**src/rtl/candy_stepper_driver.sv**
```systemverilog
// Stepper pulse generator for the candy dispenser: turns one accepted
// dispense command into a dir-setup delay followed by a timed step pulse train.
module candy_stepper_driver #(
    parameter int STEPS_PER_UNIT     = 200,
    parameter int STEP_HIGH_CYCLES   = 12,
    parameter int STEP_PERIOD_CYCLES = 6000,
    parameter int DIR_SETUP_CYCLES   = 24,
    parameter int CNT_W              = 10
) (
    input  logic             clk_x1,
    input  logic             rstn,
    input  logic             cmd_valid,
    output logic             cmd_ready,
    input  logic [1:0]       cmd_amount,
    input  logic             cmd_dir,
    input  logic             abort,
    output logic             step,
    output logic             dir,
    output logic             busy,
    output logic             done,
    output logic             aborted,
    output logic             cmd_err,
    output logic [CNT_W-1:0] step_count
);

    localparam int TMR_W = $clog2(STEP_PERIOD_CYCLES + DIR_SETUP_CYCLES);

    localparam logic [TMR_W-1:0] SETUP_LOAD = TMR_W'(DIR_SETUP_CYCLES - 1);
    localparam logic [TMR_W-1:0] HI_LOAD    = TMR_W'(STEP_HIGH_CYCLES - 1);
    localparam logic [TMR_W-1:0] LO_LOAD    = TMR_W'(STEP_PERIOD_CYCLES - STEP_HIGH_CYCLES - 1);

    localparam logic [CNT_W-1:0] STEPS_1 = CNT_W'(STEPS_PER_UNIT);
    localparam logic [CNT_W-1:0] STEPS_2 = CNT_W'(2 * STEPS_PER_UNIT);
    localparam logic [CNT_W-1:0] STEPS_3 = CNT_W'(3 * STEPS_PER_UNIT);
    localparam logic [CNT_W-1:0] CNT_MAX = '1;

    typedef enum logic [2:0] {
        IDLE,
        SETUP,
        PULSE_HI,
        PULSE_LO,
        DONE
    } state_t;

    state_t           state, state_d;
    logic [TMR_W-1:0] timer, timer_d;
    logic [CNT_W-1:0] remaining, remaining_d;
    logic [CNT_W-1:0] count_d, count_inc;
    logic             step_d, dir_d, aborted_d, cmd_err_d;
    logic             abort_pend, abort_pend_d;

    assign count_inc = (step_count == CNT_MAX) ? step_count : step_count + CNT_W'(1);

    assign cmd_ready = (state == IDLE);
    assign busy      = (state == SETUP) || (state == PULSE_HI) || (state == PULSE_LO);
    assign done      = (state == DONE);

    always_ff @(posedge clk_x1) begin
        if (!rstn) begin
            state      <= IDLE;
            timer      <= '0;
            remaining  <= '0;
            step_count <= '0;
            step       <= 1'b0;
            dir        <= 1'b0;
            aborted    <= 1'b0;
            cmd_err    <= 1'b0;
            abort_pend <= 1'b0;
        end else begin
            state      <= state_d;
            timer      <= timer_d;
            remaining  <= remaining_d;
            step_count <= count_d;
            step       <= step_d;
            dir        <= dir_d;
            aborted    <= aborted_d;
            cmd_err    <= cmd_err_d;
            abort_pend <= abort_pend_d;
        end
    end

    // An abort seen during the high phase is remembered so the pulse is never truncated.
    always_comb begin
        state_d      = state;
        timer_d      = timer;
        remaining_d  = remaining;
        count_d      = step_count;
        step_d       = step;
        dir_d        = dir;
        aborted_d    = aborted;
        cmd_err_d    = 1'b0;
        abort_pend_d = abort_pend;

        case (state)
            IDLE: begin
                if (cmd_valid) begin
                    if (cmd_amount == 2'b11) begin
                        cmd_err_d = 1'b1;
                    end else begin
                        dir_d        = cmd_dir;
                        count_d      = '0;
                        aborted_d    = 1'b0;
                        abort_pend_d = 1'b0;
                        timer_d      = SETUP_LOAD;
                        state_d      = SETUP;
                        case (cmd_amount)
                            2'b00:   remaining_d = STEPS_1;
                            2'b01:   remaining_d = STEPS_2;
                            default: remaining_d = STEPS_3;
                        endcase
                    end
                end
            end

            SETUP: begin
                if (abort) begin
                    aborted_d = 1'b1;
                    state_d   = DONE;
                end else if (timer == '0) begin
                    step_d  = 1'b1;
                    timer_d = HI_LOAD;
                    state_d = PULSE_HI;
                end else begin
                    timer_d = timer - TMR_W'(1);
                end
            end

            PULSE_HI: begin
                if (timer == '0) begin
                    step_d = 1'b0;
                    if (abort_pend || abort) begin
                        count_d     = count_inc;
                        remaining_d = remaining - CNT_W'(1);
                        aborted_d   = 1'b1;
                        state_d     = DONE;
                    end else begin
                        timer_d = LO_LOAD;
                        state_d = PULSE_LO;
                    end
                end else begin
                    timer_d = timer - TMR_W'(1);
                    if (abort) begin
                        abort_pend_d = 1'b1;
                    end
                end
            end

            // Normal completion on the last low cycle takes priority over abort.
            PULSE_LO: begin
                if (timer == '0) begin
                    count_d     = count_inc;
                    remaining_d = remaining - CNT_W'(1);
                    if (remaining == CNT_W'(1)) begin
                        state_d = DONE;
                    end else if (abort) begin
                        aborted_d = 1'b1;
                        state_d   = DONE;
                    end else begin
                        step_d  = 1'b1;
                        timer_d = HI_LOAD;
                        state_d = PULSE_HI;
                    end
                end else if (abort) begin
                    count_d     = count_inc;
                    remaining_d = remaining - CNT_W'(1);
                    aborted_d   = 1'b1;
                    state_d     = DONE;
                end else begin
                    timer_d = timer - TMR_W'(1);
                end
            end

            DONE: begin
                state_d = IDLE;
            end

            default: begin
                state_d = IDLE;
            end
        endcase
    end

endmodule

```
**config.mk**
```make
export PLATFORM = sky130hd
export DESIGN_NAME = candy_stepper_driver
export DESIGN_NICKNAME = d
export VERILOG_FILES = /design/src/rtl/candy_stepper_driver.sv
export SDC_FILE = /design/constraint.sdc
export NUM_CORES = 1
export LEC_CHECK = 0
export ABC_CLOCK_PERIOD_IN_PS = 2450
export BUFFER_PORTS_ARGS = -buffer_cell sky130_fd_sc_hd__buf_2
export CAP_MARGIN = 5
export CORE_ASPECT_RATIO = 1.5
export CORE_MARGIN = 5
export CORE_UTILIZATION = 55
export CTS_CLUSTER_SIZE = 25
export DETAILED_ROUTE_END_ITERATION = 7
export HOLD_SLACK_MARGIN = 0.05
export PLACE_DENSITY_LB_ADDON = 0.05
export SYNTH_ARGS = -nofsm -noshare
export SYNTH_HDL_FRONTEND = slang
export SYNTH_SLANG_ARGS = --single-unit
```
**constraint.sdc**
```tcl
create_clock -name clk_x1 -period 2.45 [get_ports clk_x1]
set_input_delay 0.1225 -clock clk_x1 [delete_from_list [all_inputs] [get_ports clk_x1]]
set_output_delay 0.1225 -clock clk_x1 [all_outputs]
set_load 0.01 [all_outputs]
```
After elaboration in Yosys (flattened, before gate mapping) --
Index checks and enable logic that the tools add are counted.
Operators by class: muxes and demuxes 57, equal/unequal tests 25, reductions and logical operators 18, bitwise gates (word level) 1, add/sub/neg operators 3
Operator list (number):
- 10-bit two-way mux | 13
- 13-bit two-way mux | 10
- 10-bit case mux with 3 select lines | 2
- 13-bit case mux with 4 select lines | 1
- 3-bit two-way mux | 10
- 10-bit case mux with 2 select lines | 1
- 1-bit two-way mux | 16
- 2-bit inequality test (second input constant) | 7
- 13-bit zero test | 1
- 13-bit by 1-bit subtractor with 13-bit output (second input constant) | 1
- 3-bit by 2-bit inequality test with 1-bit output (second input constant) | 4
- 3-bit case mux with 4 select lines | 1
- 6-bit AND reduction | 2
- 10-bit by 1-bit adder with 10-bit output (second input constant) | 1
- 10-bit by 1-bit equality test with 1-bit output (second input constant) | 1
- 10-bit equality test (second input constant) | 1
- 5-bit AND reduction | 2
- 10-bit by 1-bit subtractor with 10-bit output (second input constant) | 1
- 2-bit by 1-bit inequality test with 1-bit output (second input constant) | 4
- 8-bit AND reduction | 1
- 7-bit AND reduction | 1
- 3-bit by 2-bit equality test with 1-bit output (second input constant) | 2
- 3-bit inequality test (second input constant) | 2
- 3-bit AND reduction | 2
- 14 further kinds | 17
Word-level totals: logic and storage cells 113, register bits after elaboration 41, input port bits 7

Longest topological paths before layout --
depth after elaboration 5, gate-level depth with buffers 9

Worst setup path before layout --
Ideal clock, no wire load.
path type reg-to-reg, start point register timer[0], end point register timer[9], arrival time 1.982 ns, stages on the path, launching flop included 9, period minus slack after synthesis 2.101 ns, path buffers 1, required time 2.331 ns, slack 0.349 ns, cell sequence dfxtp_1 inv_1 ha_1 nor4b_4 nand3_4 o41ai_4 buf_6 nor3_1 o221a_2
On the way: longest elaborated chain between the ends 4, elaborated cells on any way between the ends 12
RTL lines:
- start: declaration | line 46 | logic [TMR_W-1:0] timer, timer_d;
- start signal: assignment | line 71 | timer <= timer_d;
- 13-bit by 1-bit subtractor with 13-bit output or 13-bit zero test (tied branches)
- 13-bit two-way mux (on tied branches) | line 163, 119
- 13-bit two-way mux (on tied branches) | line 150, 116
- 13-bit case mux with 4 select lines | line 94 | case (state)
Several ways; a longest one is shown, not always the timed one. The select of a mux whose other input is x is not followed. A chain may end at the register's enable or synchronous reset.

Final worst setup path --
start point register timer[0], end point register timer[10]
The elaborated chain is that of the path after synthesis.

==> impl_results.md <==
* CTS tree: yes
* CP startpoint kind: flip-flop
* Fmax at about 450 MHz
* Worst slew pin tran at between 800 and 900 ps
* Synthesized instance count at about 330
* # diodes at 0
* Final net count at between 300 and 400
* Global placer's final weighted congestion at 0.828
* WL final at around 7 mm
* Initial Util at between 50% and 60%
* Final period util at just over 90%
* PortBufs at 23
* Main flop type after synthesis: dfxtp_1
* Final hold vios at 0
* First DRT Iteration DRCs at 190
* I/O Pins at 24
* Hold Worst Slack at around 54 ps
* Grt total ovfl at 0
* Leading post-synthesis cells by cell area: dfxtp_1, a21oi_1, nor2_1
* Cell area after layout at 0.00300 sq mm
* Fin. max-slew vios at 0
* Top-count cell post-synth: dfxtp_1
* Placed Area at 0.00287 sq mm
* Pwr Density at roughly 840 mW/mm^2
* Yosys Warn Count at 0
* Psw at 0.00101 W
* Share of cells above drive strength 1 at between 20% and 30%
* First-pass GRT wire length at between 10 and 15 mm
* Util after Layout at a little under two thirds
* Post-Syn Area per Cell at around 8 sq um
* Vias/cell at about 6.2
* Syn_nets at roughly 340
* Crit path cell chain: inv_1 -> ha_1 -> nor4b_4 -> buf_4 -> a41o_1 -> a21oi_1 -> or3_1 -> a32o_1
* Sequential share of power at ~34%
* Clock power frac at ~23%
* Detailed Place HPWL at ~5.2 mm
* WP data arrival at ~2400 ps
* Register area share after synthesis at 31.1%
* CP endpoint kind: flip-flop
* Number of synthesized flops with an enable pin at 0
* Logic pwr share at ~43%
* Worst min path class: primary input to flip-flop
* Synth area leader: dfxtp_1
* Synth async-reset ratio at 0%
* Post-synthesis instance area at 0.00264 sq mm
* Pre-antenna DRT Iters at 4
* Post-route ant nets at 0
* Largest net degree at the start of global routing at 22
* Maximum fanout along the worst path at 6
* Worst slew margin at around two fifths
* Synth cell types at 66
* Clk buf depth at 2
* CP required at approximately 2700 ps
* Htree depth at 2
* Via count at 2,618
* Status: complete, no violations
* Initial antenna violation count at 0
* FF-to-FF setup slack at 210 ps
* Min cycle time layout at between 2000 and 2500 ps
* CP Class: flip-flop to flip-flop
* Drt wl/cell at between 15 and 20 microns
* Die width at ~67 microns
* Clock Tree Root: clkbuf_8
* #FFs+latches synth at 41
* Vias in the first global route at around 2,600
* Int Pwr at 0.00150 W
* RSZ-0062 raised after global routing: false
* Critical-path top delay cell: dfxtp_1
* Leak at around 1.2 nW
* Final setup fails at 0
* DIE AREA at about 0.0063 sq mm
* Remaining DRCs at 0
* Cts bufs inserted at 5
* Row cnt at 31
* Height of the die at 94.9 microns
* Sw Share at between 40% and 50%
* Setup TNS at 0 ps
* Crit path largest cell delay at around 340 ps
* Dpl ws at 191 ps
* Area growth, synth to finish at 13.5%
* CORE AREA at 0.00473 sq mm
* Clock latency at the later pin of the worst-skew pair at 300 ps
* Max VDD drop at between 400 and 500 uV
* Max Cap Viol at 0
* List of most frequent post-synthesis cells: dfxtp_1, nor2_1, a21oi_1, nand2_1
* Worst setup margin at approximately 210 ps
* Share of the synthesized area in the top cell type at between 30% and 40%
* Clk slew on worst S/H paths at 90 ps
* Clock skew at roughly 14 ps
* Clock sink count at between 40 and 50
* All-Layer GR Usage at a little under a quarter
==> registers in the layout, summed over array words and instances, names as in the netlist <==
register / flops
timer: 13
remaining: 10
step_count: 10
state: 3
abort_pend: 1
aborted: 1
cmd_err: 1
dir: 1
step: 1
==> cells in the final DEF, fill, tap and decap left out, drive strengths merged, types with 5 or more instances in the layout <==
master	netlist	final
o311ai	7	7
nor4	6	6
nand3	14	14
nor2	32	32
o21ai	15	15
o31ai	8	8
nand4	11	11
buf	10	43
nand2b	7	7
nand2	22	22
a31oi	7	7
nor3	14	14
dfxtp	41	41
clkbuf	12	7
inv	10	10
o41ai	5	5
a211oi	5	5
a21oi	28	28
and3	10	10
==> cells by family (layout without fill, tap and decap cells) <==
kind of cell	Yosys count	after routing	synth area share, %
AOI/OAI and AO/OA	103	103	29.0
xor gates and xnor gates	1	1	0.332
and+or+nand+nor	139	139	30.2
DFF	41	41	31.1
buffers and inverters	33	62	5.92
adders and majority gates	4	4	1.89
muxes	4	4	1.52
==> power groups by stage <==
stage,Combinational (W),Sequential (W),Clock [W]
2_1_floorplan,0.000782,0.000852,0
3_3_place_gp,0.00104,0.000870,0
3_5_place_dp,0.00105,0.000872,0
4_1_cts,0.00105,0.000857,0.000584
5_1_grt,0.00119,0.000872,0.000608
6_report,0.00107,0.000859,0.000573
==> repair_timing <==
item                                    in CTS  in global routing
resized for setup                            0                  1
setup buffers                                0                  1
hold buffers                                 0                  0
endpoints found under the setup margin       0                  9
==> final timing paths <==
path / startpoint / to / cells after the start
setup / recovery: timer[0]$_SDFFE_PN0P_ / timer[10]$_SDFFE_PN0P_ / 8
hold / removal: cmd_dir / dir$_SDFFE_PN0P_ / 3
setup reg to reg: timer[0]$_SDFFE_PN0P_ / timer[10]$_SDFFE_PN0P_ / 8
hold reg to reg: aborted$_SDFFE_PN0P_ / aborted$_SDFFE_PN0P_ / 1
==> per-layer routing <==
metal | up-vias | GRT usage (%) | wire [microns]
met3 | 17 | 2.62 | 155
met2 | 57 | 44.7 | 3890
met4 | 0 | 11.7 | 189
met5 | - | 0 | 0
li1 | 1310 | - | -
met1 | 1234 | 25.5 | 2870
==> critical path, delay by kind of cell, from the launching register on <==
kind | cells | cell delay (ps)
compound gates | 3 | 640
flops | 1 | 340
buf+inv | 2 | 300
simple gates | 2 | 660
fa+ha+maj | 1 | 200
==> metrics by stage <==
stage | total power (W) | instances
after floorplan | 0.00163 | 325
after global placement | 0.00191 | 411
after detailed placement | 0.00192 | 411
after CTS | 0.00249 | 419
after global routing | 0.00267 | 420
final | 0.00251 | 420
==> cell type report <==
class,instances,area [sq um]
Fill cell,448,1730
Multi-Input combinational cell,251,1670
Sequential cell,41,821
Timing Repair Buffer,43,265
Clock buffer,7,86.3
Tap cell,66,82.6
Inverter,11,41.3
Clock inverter,1,30.0
Power figures use the tool's default switching activity.
